### src/rtl/shot_scheduler_pkg.sv
// Shared game constants and slot record for the bullet scheduler and its
// display-side consumers.
package shot_scheduler_pkg;

  localparam int SLOTS    = 4;
  localparam int X_W      = 10;
  localparam int P1_X     = 40;
  localparam int P2_X     = 600;
  localparam int X_MAX    = 640;
  localparam int SPEED    = 4;
  localparam int COOLDOWN = 8;

  localparam int IDX_W = (SLOTS > 1) ? $clog2(SLOTS) : 1;
  localparam int CD_W  = $clog2(COOLDOWN + 1);

  localparam logic OWNER_P1 = 1'b0;
  localparam logic OWNER_P2 = 1'b1;

  typedef struct packed {
    logic           valid;
    logic           owner;
    logic [X_W-1:0] x;
    logic [X_W-1:0] y;
  } slot_t;

  // Lowest-index slot whose valid bit is clear; only meaningful when one exists.
  function automatic logic [IDX_W-1:0] first_free(input logic [SLOTS-1:0] valid);
    logic [IDX_W-1:0] idx;
    idx = '0;
    for (int i = SLOTS - 1; i >= 0; i--) begin
      if (!valid[i]) idx = IDX_W'(i);
    end
    return idx;
  endfunction

endpackage

### src/rtl/shot_scheduler_rr_arb2.sv
// Two-requester round-robin arbiter. The pointer remembers the winner of the
// last contested grant, so alternation applies only when both players collide.
module rr_arb2 (
  input  logic       clk,
  input  logic       reset,
  input  logic       en,
  input  logic [1:0] req,
  output logic [1:0] grant
);

  logic last_reg;

  always_comb begin
    grant = 2'b00;
    if (en) begin
      case (req)
        2'b01:   grant = 2'b01;
        2'b10:   grant = 2'b10;
        2'b11:   grant = last_reg ? 2'b01 : 2'b10;
        default: grant = 2'b00;
      endcase
    end
  end

  always_ff @(posedge clk) begin
    if (!reset) begin
      last_reg <= 1'b1;
    end else if (en && (&req)) begin
      last_reg <= grant[1];
    end
  end

endmodule

### src/rtl/shot_scheduler.sv
// Shared bullet-slot pool: edge-detected fire requests, round-robin grant into
// the lowest free slot, per-frame movement and freeing on hit or screen exit.
module shot_scheduler
  import shot_scheduler_pkg::*;
(
  input  logic                 board_clk,
  input  logic                 reset,
  input  logic                 tick,
  input  logic [1:0]           fire_req,
  input  logic [X_W-1:0]       p1_y,
  input  logic [X_W-1:0]       p2_y,
  input  logic [SLOTS-1:0]     hit_clr,
  output logic [1:0]           fire_ack,
  output logic [SLOTS-1:0]     slot_valid,
  output logic [SLOTS-1:0]     slot_owner,
  output logic [SLOTS*X_W-1:0] slot_x,
  output logic [SLOTS*X_W-1:0] slot_y,
  output logic                 pool_full
);

  logic [1:0]            fire_prev_reg;
  logic [1:0]            pending_reg, pending_next;
  logic [1:0]            fire_ack_reg;
  logic [1:0]            cd_zero, req, grant;
  logic [1:0][CD_W-1:0]  cooldown_reg, cooldown_next;
  slot_t [SLOTS-1:0]     slot_reg, slot_next;
  logic [SLOTS-1:0]      valid_vec, valid_next_vec;
  logic [IDX_W-1:0]      free_idx;
  logic                  any_free;
  logic                  pool_full_reg;

  assign any_free     = ~(&valid_vec);
  assign free_idx     = first_free(valid_vec);
  assign req          = pending_reg & cd_zero;
  // Edges arriving while a request is already pending (or being granted) are dropped.
  assign pending_next = (pending_reg | (fire_req & ~fire_prev_reg)) & ~grant;

  rr_arb2 u_arb (
    .clk   (board_clk),
    .reset (reset),
    .en    (any_free),
    .req   (req),
    .grant (grant)
  );

  genvar gi;
  generate
    for (gi = 0; gi < 2; gi++) begin : g_player
      assign cd_zero[gi] = (cooldown_reg[gi] == '0);

      always_comb begin
        cooldown_next[gi] = cooldown_reg[gi];
        if (grant[gi]) begin
          cooldown_next[gi] = CD_W'(COOLDOWN);
        end else if (tick && !cd_zero[gi]) begin
          cooldown_next[gi] = cooldown_reg[gi] - 1'b1;
        end
      end
    end

    for (gi = 0; gi < SLOTS; gi++) begin : g_slot
      slot_t        cur, nxt;
      logic [X_W:0] x_fwd;

      assign cur   = slot_reg[gi];
      assign x_fwd = {1'b0, cur.x} + (X_W + 1)'(SPEED);

      always_comb begin
        nxt = cur;
        if (hit_clr[gi] && cur.valid) begin
          nxt.valid = 1'b0;
        end else if ((|grant) && (free_idx == IDX_W'(gi))) begin
          nxt.valid = 1'b1;
          nxt.owner = grant[1] ? OWNER_P2 : OWNER_P1;
          nxt.x     = grant[1] ? X_W'(P2_X) : X_W'(P1_X);
          nxt.y     = grant[1] ? p2_y : p1_y;
        end else if (tick && cur.valid) begin
          if (cur.owner == OWNER_P1) begin
            if (x_fwd >= (X_W + 1)'(X_MAX)) nxt.valid = 1'b0;
            else                            nxt.x     = x_fwd[X_W-1:0];
          end else begin
            // Compare before subtracting so a bullet near the left edge never wraps.
            if (cur.x < X_W'(SPEED)) nxt.valid = 1'b0;
            else                     nxt.x     = cur.x - X_W'(SPEED);
          end
        end
      end

      assign slot_next[gi]      = nxt;
      assign valid_vec[gi]      = cur.valid;
      assign valid_next_vec[gi] = nxt.valid;

      assign slot_valid[gi]           = cur.valid;
      assign slot_owner[gi]           = cur.owner;
      assign slot_x[gi*X_W +: X_W]    = cur.x;
      assign slot_y[gi*X_W +: X_W]    = cur.y;
    end
  endgenerate

  always_ff @(posedge board_clk) begin
    if (!reset) begin
      // Reloading from the live input keeps a key held through reset from firing.
      fire_prev_reg <= fire_req;
      pending_reg   <= '0;
      cooldown_reg  <= '0;
      fire_ack_reg  <= '0;
      slot_reg      <= '0;
      pool_full_reg <= 1'b0;
    end else begin
      fire_prev_reg <= fire_req;
      pending_reg   <= pending_next;
      cooldown_reg  <= cooldown_next;
      fire_ack_reg  <= grant;
      slot_reg      <= slot_next;
      pool_full_reg <= &valid_next_vec;
    end
  end

  assign fire_ack  = fire_ack_reg;
  assign pool_full = pool_full_reg;

endmodule

### config.mk
export PLATFORM = sky130hd
export DESIGN_NAME = shot_scheduler
export DESIGN_NICKNAME = d
export VERILOG_FILES = /design/src/rtl/shot_scheduler_pkg.sv /design/src/rtl/shot_scheduler_rr_arb2.sv /design/src/rtl/shot_scheduler.sv
export SDC_FILE = /design/constraint.sdc
export NUM_CORES = 1
export LEC_CHECK = 0
export ABC_CLOCK_PERIOD_IN_PS = 2550
export CELL_PAD_IN_SITES_DETAIL_PLACEMENT = 1
export CELL_PAD_IN_SITES_GLOBAL_PLACEMENT = 1
export CORE_MARGIN = 2
export CORE_UTILIZATION = 37
export CTS_CLUSTER_SIZE = 16
export DETAILED_ROUTE_END_ITERATION = 8
export PLACE_DENSITY = 0.84
export SKIP_LAST_GASP = 1
export SLEW_MARGIN = 20
export SYNTH_ARGS = -nofsm -noshare
export SYNTH_HDL_FRONTEND = slang
export SYNTH_SLANG_ARGS = --single-unit
export TNS_END_PERCENT = 20
### constraint.sdc
create_clock -name board_clk -period 2.55 [get_ports board_clk]
set_input_delay 0.255 -clock board_clk [delete_from_list [all_inputs] [get_ports board_clk]]
set_output_delay 0.255 -clock board_clk [all_outputs]
set_load 0.01 [all_outputs]
==> results of run 1 <==
[placed cells by master (no fill, tap or decap), types with 7 or more instances in the layout]
master           count
ha_1                12
nand2_1             44
a21oi_1             26
inv_1               27
xnor2_1             10
nand3_1             15
xor2_1               8
buf_4               19
a31oi_1              7
a211oi_1            49
nor2_1              87
nand4b_1             7
dfxtp_1             96
nor3_1               8
and3_1               7
o21ai_0             16
nand2b_1             8
clkbuf_16            9
conb_1               8
clkdlybuf4s50_1    111
mux2i_1             13
[worst paths after layout]
check                    from          endpoint  slack (ps)  depth (start not counted)
min reg2reg  fire_prev_reg[0]    pending_reg[0]         500                          3
min               fire_req[0]  fire_prev_reg[0]         390                          1
max                slot_x[33]        slot_x[34]         160                          7
max reg2reg        slot_x[33]        slot_x[34]         160                          7
[layout make-up]
class / instances / area (um2)
Clock buffer: 10 / 239
Clock inverter: 6 / 51.3
Fill cell: 1625 / 7000
Inverter: 28 / 105
Multi-Input combinational cell: 452 / 2990
Sequential cell: 96 / 1920
Tap cell: 180 / 225
Timing Repair Buffer: 132 / 1290
[worst max-delay path, stage by stage (launching register included)]
cell,delay (ps)
dfxtp_1,360
ha_1,250
nand2b_1,150
a311o_1,340
a2111o_1,510
and3_1,290
a41oi_1,250
o22ai_1,110
[what timing repair did]
action	CTS	global route
setup buffers	0	0
gates resized for setup	0	1
setup endpoints to repair	0	3
[per-stage QoR]
| step | util [%] | TNS, ps | power (mW) | hold slack (ps) | instance area, um2 |
|---|---|---|---|---|---|
| floorplan | - | 0 | 2.67 | 283 | 5230 |
| global placement | 47.2 | 0 | 3.16 | 485 | 6530 |
| detailed placement | 47.2 | 0 | 3.25 | 496 | 6530 |
| CTS | 49.3 | 0 | 4.59 | 375 | 6820 |
| global route | 49.4 | -30.0 | 4.79 | 390 | 6830 |
| finish | 49.4 | 0 | 4.55 | 395 | 6830 |
[power groups by stage]
stage / logic (mW) / clock network, mW / registers [mW]
floorplan: 0.785 / 0 / 1.88
global placement: 1.28 / 0 / 1.88
detailed placement: 1.35 / 0 / 1.90
CTS: 1.37 / 1.35 / 1.86
global route: 1.49 / 1.41 / 1.89
finish: 1.36 / 1.32 / 1.87
[per-layer routing]
layer,GRT usage [%],share of wire [%],up-vias
met5,0,0,-
met4,7.97,0.99,0
met3,6.74,7.5,20
met2,40.6,50,155
met1,26.6,41,2491
li1,-,-,2449
[cells by family after synthesis]
logic type / after synthesis / synth area share, %
AND/OR/NAND/NOR: 238 / 24.5
XOR/XNOR: 18 / 3.03
AO/OA/AOI/OAI: 162 / 23.5
multiplexers: 14 / 2.72
flip-flops: 96 / 37.0
buffers and inverters: 75 / 6.31
other: 1 / 0.0721
adder cells (fa/ha/maj): 12 / 2.89
==> metrics.md, run 1 <==
| Metric | Value |
|---|---|
| Pre-CTS setup slack | 176 ps |
| Cell Area, Synth | 5200 um2 |
| Logic pwr share | 30.0% |
| Die H | 123 um |
| Post-synth EDFFs | 0 |
| CTS Hold Bufs | 0 |
| Gpl congestion | 0.891 |
| Count of standard-cell rows | 43 |
| Vias in the first global route | 5363 |
| Final period util | 93.6% |
| Crit path DAT | 2610 ps |
| Clock Sinks | 96 |
| CTS tree | yes |
| DIE AREA | 15000 um2 |
| Cell taking the most area after synthesis | dfxtp_1 |
| Clock Skews | 8.80 ps |
| # nets final | 760 |
| I/O Buffers | 111 |
| CTS buffer count | 9 |
| Synth Instances | 616 |
| Clock power share | 29.1% |
| Hpwl dp | 12.7 mm |
| DRT Pass-1 Iters | 4 |
| FMAX | 419 MHz |
| Clk_lat worst skew | 350 ps |
| GRT Total Usage | 23.1% |
| Max FFs per register | 40 |
| Crit Path Class | reg -> reg |
| Initial Util | 37.6% |
| Final worst slack | 164 ps |
| Power per Cell Area | 667 nW/um2 |
| # diodes | 0 |
| I/O pins | 120 |
| Vias/cell | 5.66 |
| Largest net degree at the start of global routing | 46 |
| Final Non-Filler Cells | 904 |
| Kind of start point of the critical path | flop |
| Slew Limit Fails | 0 |
| Type of the worst min-delay path | in -> reg |
| CP Data Required Time | 2780 ps |
| Max-cap viol count | 0 |
| Yosys reg bits | 96 |
| DIE WIDTH | 123 um |
| Clk buf depth | 2 |
| Syn Area/Cell | 8.44 um2 |
| Post-synth top area share | 37.0% |
| Slew HR | 61.6% |
| Worst-path clk slew | 70 ps |
| Post-DR wirelength/cell | 18.7 um |
| Count leader, synth | dfxtp_1 |
| Total gr overflow | 0 |
| Proportion of layout cells with a drive suffix above 1 | 9.12% |
| Post-synthesis sequential area ratio | 37.0% |
| Synth Warn # | 0 |
| Top cells by count, synth | 96 x dfxtp_1, 87 x nor2_1, 49 x a211oi_1 |
| Post-placement cell count | 888 |
| Largest cells by area after synthesis | dfxtp_1 37%, a211oi_1 7.1%, nor2_1 6.3%, nand2_1 3.2%, ha_1 2.9% |
| Layout area overhead | 31.3% |
| Clock root cell | clkbuf_16 |
| First-pass GRT wire length | 27.3 mm |
| H-tree lvl count | 3 |
| Vias | 5115 |
| # setup viols final | 0 |
| Flop pwr share | 41.0% |
| Worst VDD drop | 388 uV |
| Net Sw Power | 1.55 mW |
| Post-route DRC | 0 |
| DR iter-0 viols | 284 |
| Fraction of registers with async set/reset | 0% |
| Leakage power | 2.32 nW |
| Post-synth cell types | 75 |
| Worst-path fanout max | 10 |
| Detail Route Antenna Nets | 0 |
| RSZ-0062 raised after global routing | true |
| Crit. End Element | flop |
| Worst slew pin tran | 561 ps |
| Status | complete, no violations |
| Routed WL | 16.9 mm |
| Internal power | 3.00 mW |
| Initial antenna violation count | 0 |
| Ys flop type | dfxtp_1 |
| Hold Vio Cnt, Final | 0 |
| Period minus WS final | 2390 ps |
| Sw frac | 34.1% |
| Core ar. | 13800 um2 |
(Power assumes the default switching activity.)
==> inputs of run 2 (changes only) <==
Settings changed: CELL_PAD_IN_SITES_GLOBAL_PLACEMENT 1 to 2, CORE_UTILIZATION 37 to 29, HOLD_SLACK_MARGIN set to 0.05, PLACE_DENSITY 0.84 to 0.83.
==> run 2 against run 1 <==
  * Power increased by 2.8%
  * Count of clock-buffer cells in the layout decreased by 1
  * Worst hold slack got worse by 23 ps
  * Global-route usage decreased by 4.7 points
  * Largest cell class unchanged
  * Critical endpoint unchanged
==> metrics.md, run 2 (synthesized netlist as in run 1, its figures left out) <==
| Metric | Value |
|---|---|
| Net Sw Power | 1.57 mW |
| H-tree lvl count | 3 |
| CP Buf/Inv Count | 0 |
| Clock Sinks | 96 |
| Period minus WS final | 2370 ps |
| Vias | 5079 |
| Proportion of layout cells with a drive suffix above 1 | 10.2% |
| DIE AREA | 19000 um2 |
| GRT Total Usage | 18.3% |
| Worst-path clk slew | 70 ps |
| Core ar. | 17400 um2 |
| Met1 Usage GRT | 21.5% |
| Clock Skews | 7.98 ps |
| Vias/cell | 5.30 |
| Most common cell after layout, fill and taps aside | clkdlybuf4s50_1 |
| Max FFs per register | 40 |
| Status | complete, no violations |
| Vias in the first global route | 5360 |
| Die H | 138 um |
| Crit Path Class | reg -> reg |
| Final worst slack | 180 ps |
| Leakage power | 2.38 nW |
| # nets final | 770 |
| Worst VDD drop | 423 uV |
| Detail Route Antenna Nets | 0 |
| Placed Area | 6670 um2 |
| Clk buf depth | 2 |
| # setup viols final | 0 |
| Clock root cell | clkbuf_16 |
| Crit. End Element | flop |
| Dominant delay contributor by cell family on the critical path | compound AO/OA/AOI/OAI gates |
| CP max-delay cell | a2111o_1 |
| Total gr overflow | 0 |
| GR Util met2 | 31.3% |
| Slew HR | 57.6% |
| Flop pwr share | 39.6% |
| Gpl congestion | 0.891 |
| Largest net degree at the start of global routing | 58 |
| Type of the worst min-delay path | in -> reg |
| Worst slew pin tran | 633 ps |
| Internal power | 3.11 mW |
| Critical-path cell list | ha_1 > nand2b_1 > a311o_1 > a2111o_1 > and3_1 > a41oi_1 > o22ai_1 |
| Hpwl dp | 12.7 mm |
| Sw frac | 33.6% |
| Top Usage Layer GRT | met2 |
| CTS tree | yes |
| Count of standard-cell rows | 48 |
| DIE WIDTH | 138 um |
| Finished layout cell area | 6990 um2 |
| FMAX | 422 MHz |
| Power per Cell Area | 670 nW/um2 |
| Initial antenna violation count | 0 |
| Kind of start point of the critical path | flop |
| Initial Util | 29.8% |
| Clock power share | 30.9% |
| CP Data Required Time | 2780 ps |
| Final period util | 92.9% |
| Post-route DRC | 0 |
| I/O pins | 120 |
| Crit path DAT | 2600 ps |
| Layout area overhead | 34.4% |
| # diodes | 0 |
| Logic pwr share | 29.5% |
| Hold Vio Cnt, Final | 0 |
| I/O Buffers | 111 |
| Pre-CTS setup slack | 120 ps |
| Commonest cells after routing, fill and taps aside | 111 x clkdlybuf4s50_1, 96 x dfxtp_1, 87 x nor2_1 |
| Routed WL | 16.8 mm |
| Slew Limit Fails | 0 |
| Clk_lat worst skew | 360 ps |
| GR Util met3 | 5.56% |
| Post-DR wirelength/cell | 17.6 um |
| CTS buffer count | 9 |
| Worst-path fanout max | 10 |
| DRT Pass-1 Iters | 4 |
| Max-cap viol count | 0 |
| DR iter-0 viols | 256 |
| Postcts setup bufs | 0 |
| First-pass GRT wire length | 27.6 mm |
| Max incr delay on CP | 510 ps |
==> run 2: final timing paths <==
| kind | from | end | slack, ps | cells after the start |
|---|---|---|---|---|
| worst max-delay path | slot_x[33] | slot_x[34] | 180 | 7 |
| worst min-delay path | fire_req[1] | fire_prev_reg[1] | 370 | 1 |
| worst max register to register | slot_x[33] | slot_x[34] | 180 | 7 |
| worst min register to register | slot_y[16] | slot_y[16] | 500 | 2 |
==> run 2: final cells by class <==
type,instances,area (um2)
Fill cell,2026,10400
Inverter,28,105
Tap cell,225,282
Sequential cell,96,1920
Clock buffer,9,225
Multi-Input combinational cell,452,2980
Clock inverter,7,86.3
Timing Repair Buffer,142,1380
==> run 2: metal layers <==
layer  share of wire (%)  routed length [um]
met5                   0                   0
met4                 2.2                 378
met3                 7.4                1240
met2                  47                7840
met1                  44                7370
==> run 2: stage by stage <==
stage               power (mW)  TNS, ps  cells  hold slack, ps  util, %
finish                    4.68        0    959             372     40.1
global route              4.98   -0.260    959             378     40.1
CTS                       4.74        0    959             362     40.1
detailed placement        3.27        0    943             496     38.3
global placement          3.21        0    943             482     38.3
floorplan                 2.67        0    623             283        -
==> run 2: power by group through the flow <==
stage	Clock [mW]	Sequential [mW]	Combinational, mW
global route	1.55	1.88	1.55
detailed placement	0	1.89	1.39
finish	1.45	1.85	1.38
CTS	1.49	1.85	1.40
floorplan	0	1.88	0.785
global placement	0	1.87	1.34
==> run 2: what timing repair did <==
action                     4_1_cts  5_1_grt
setup endpoints to repair        0        5
hold buffers                     0        0
resized for setup                0        1
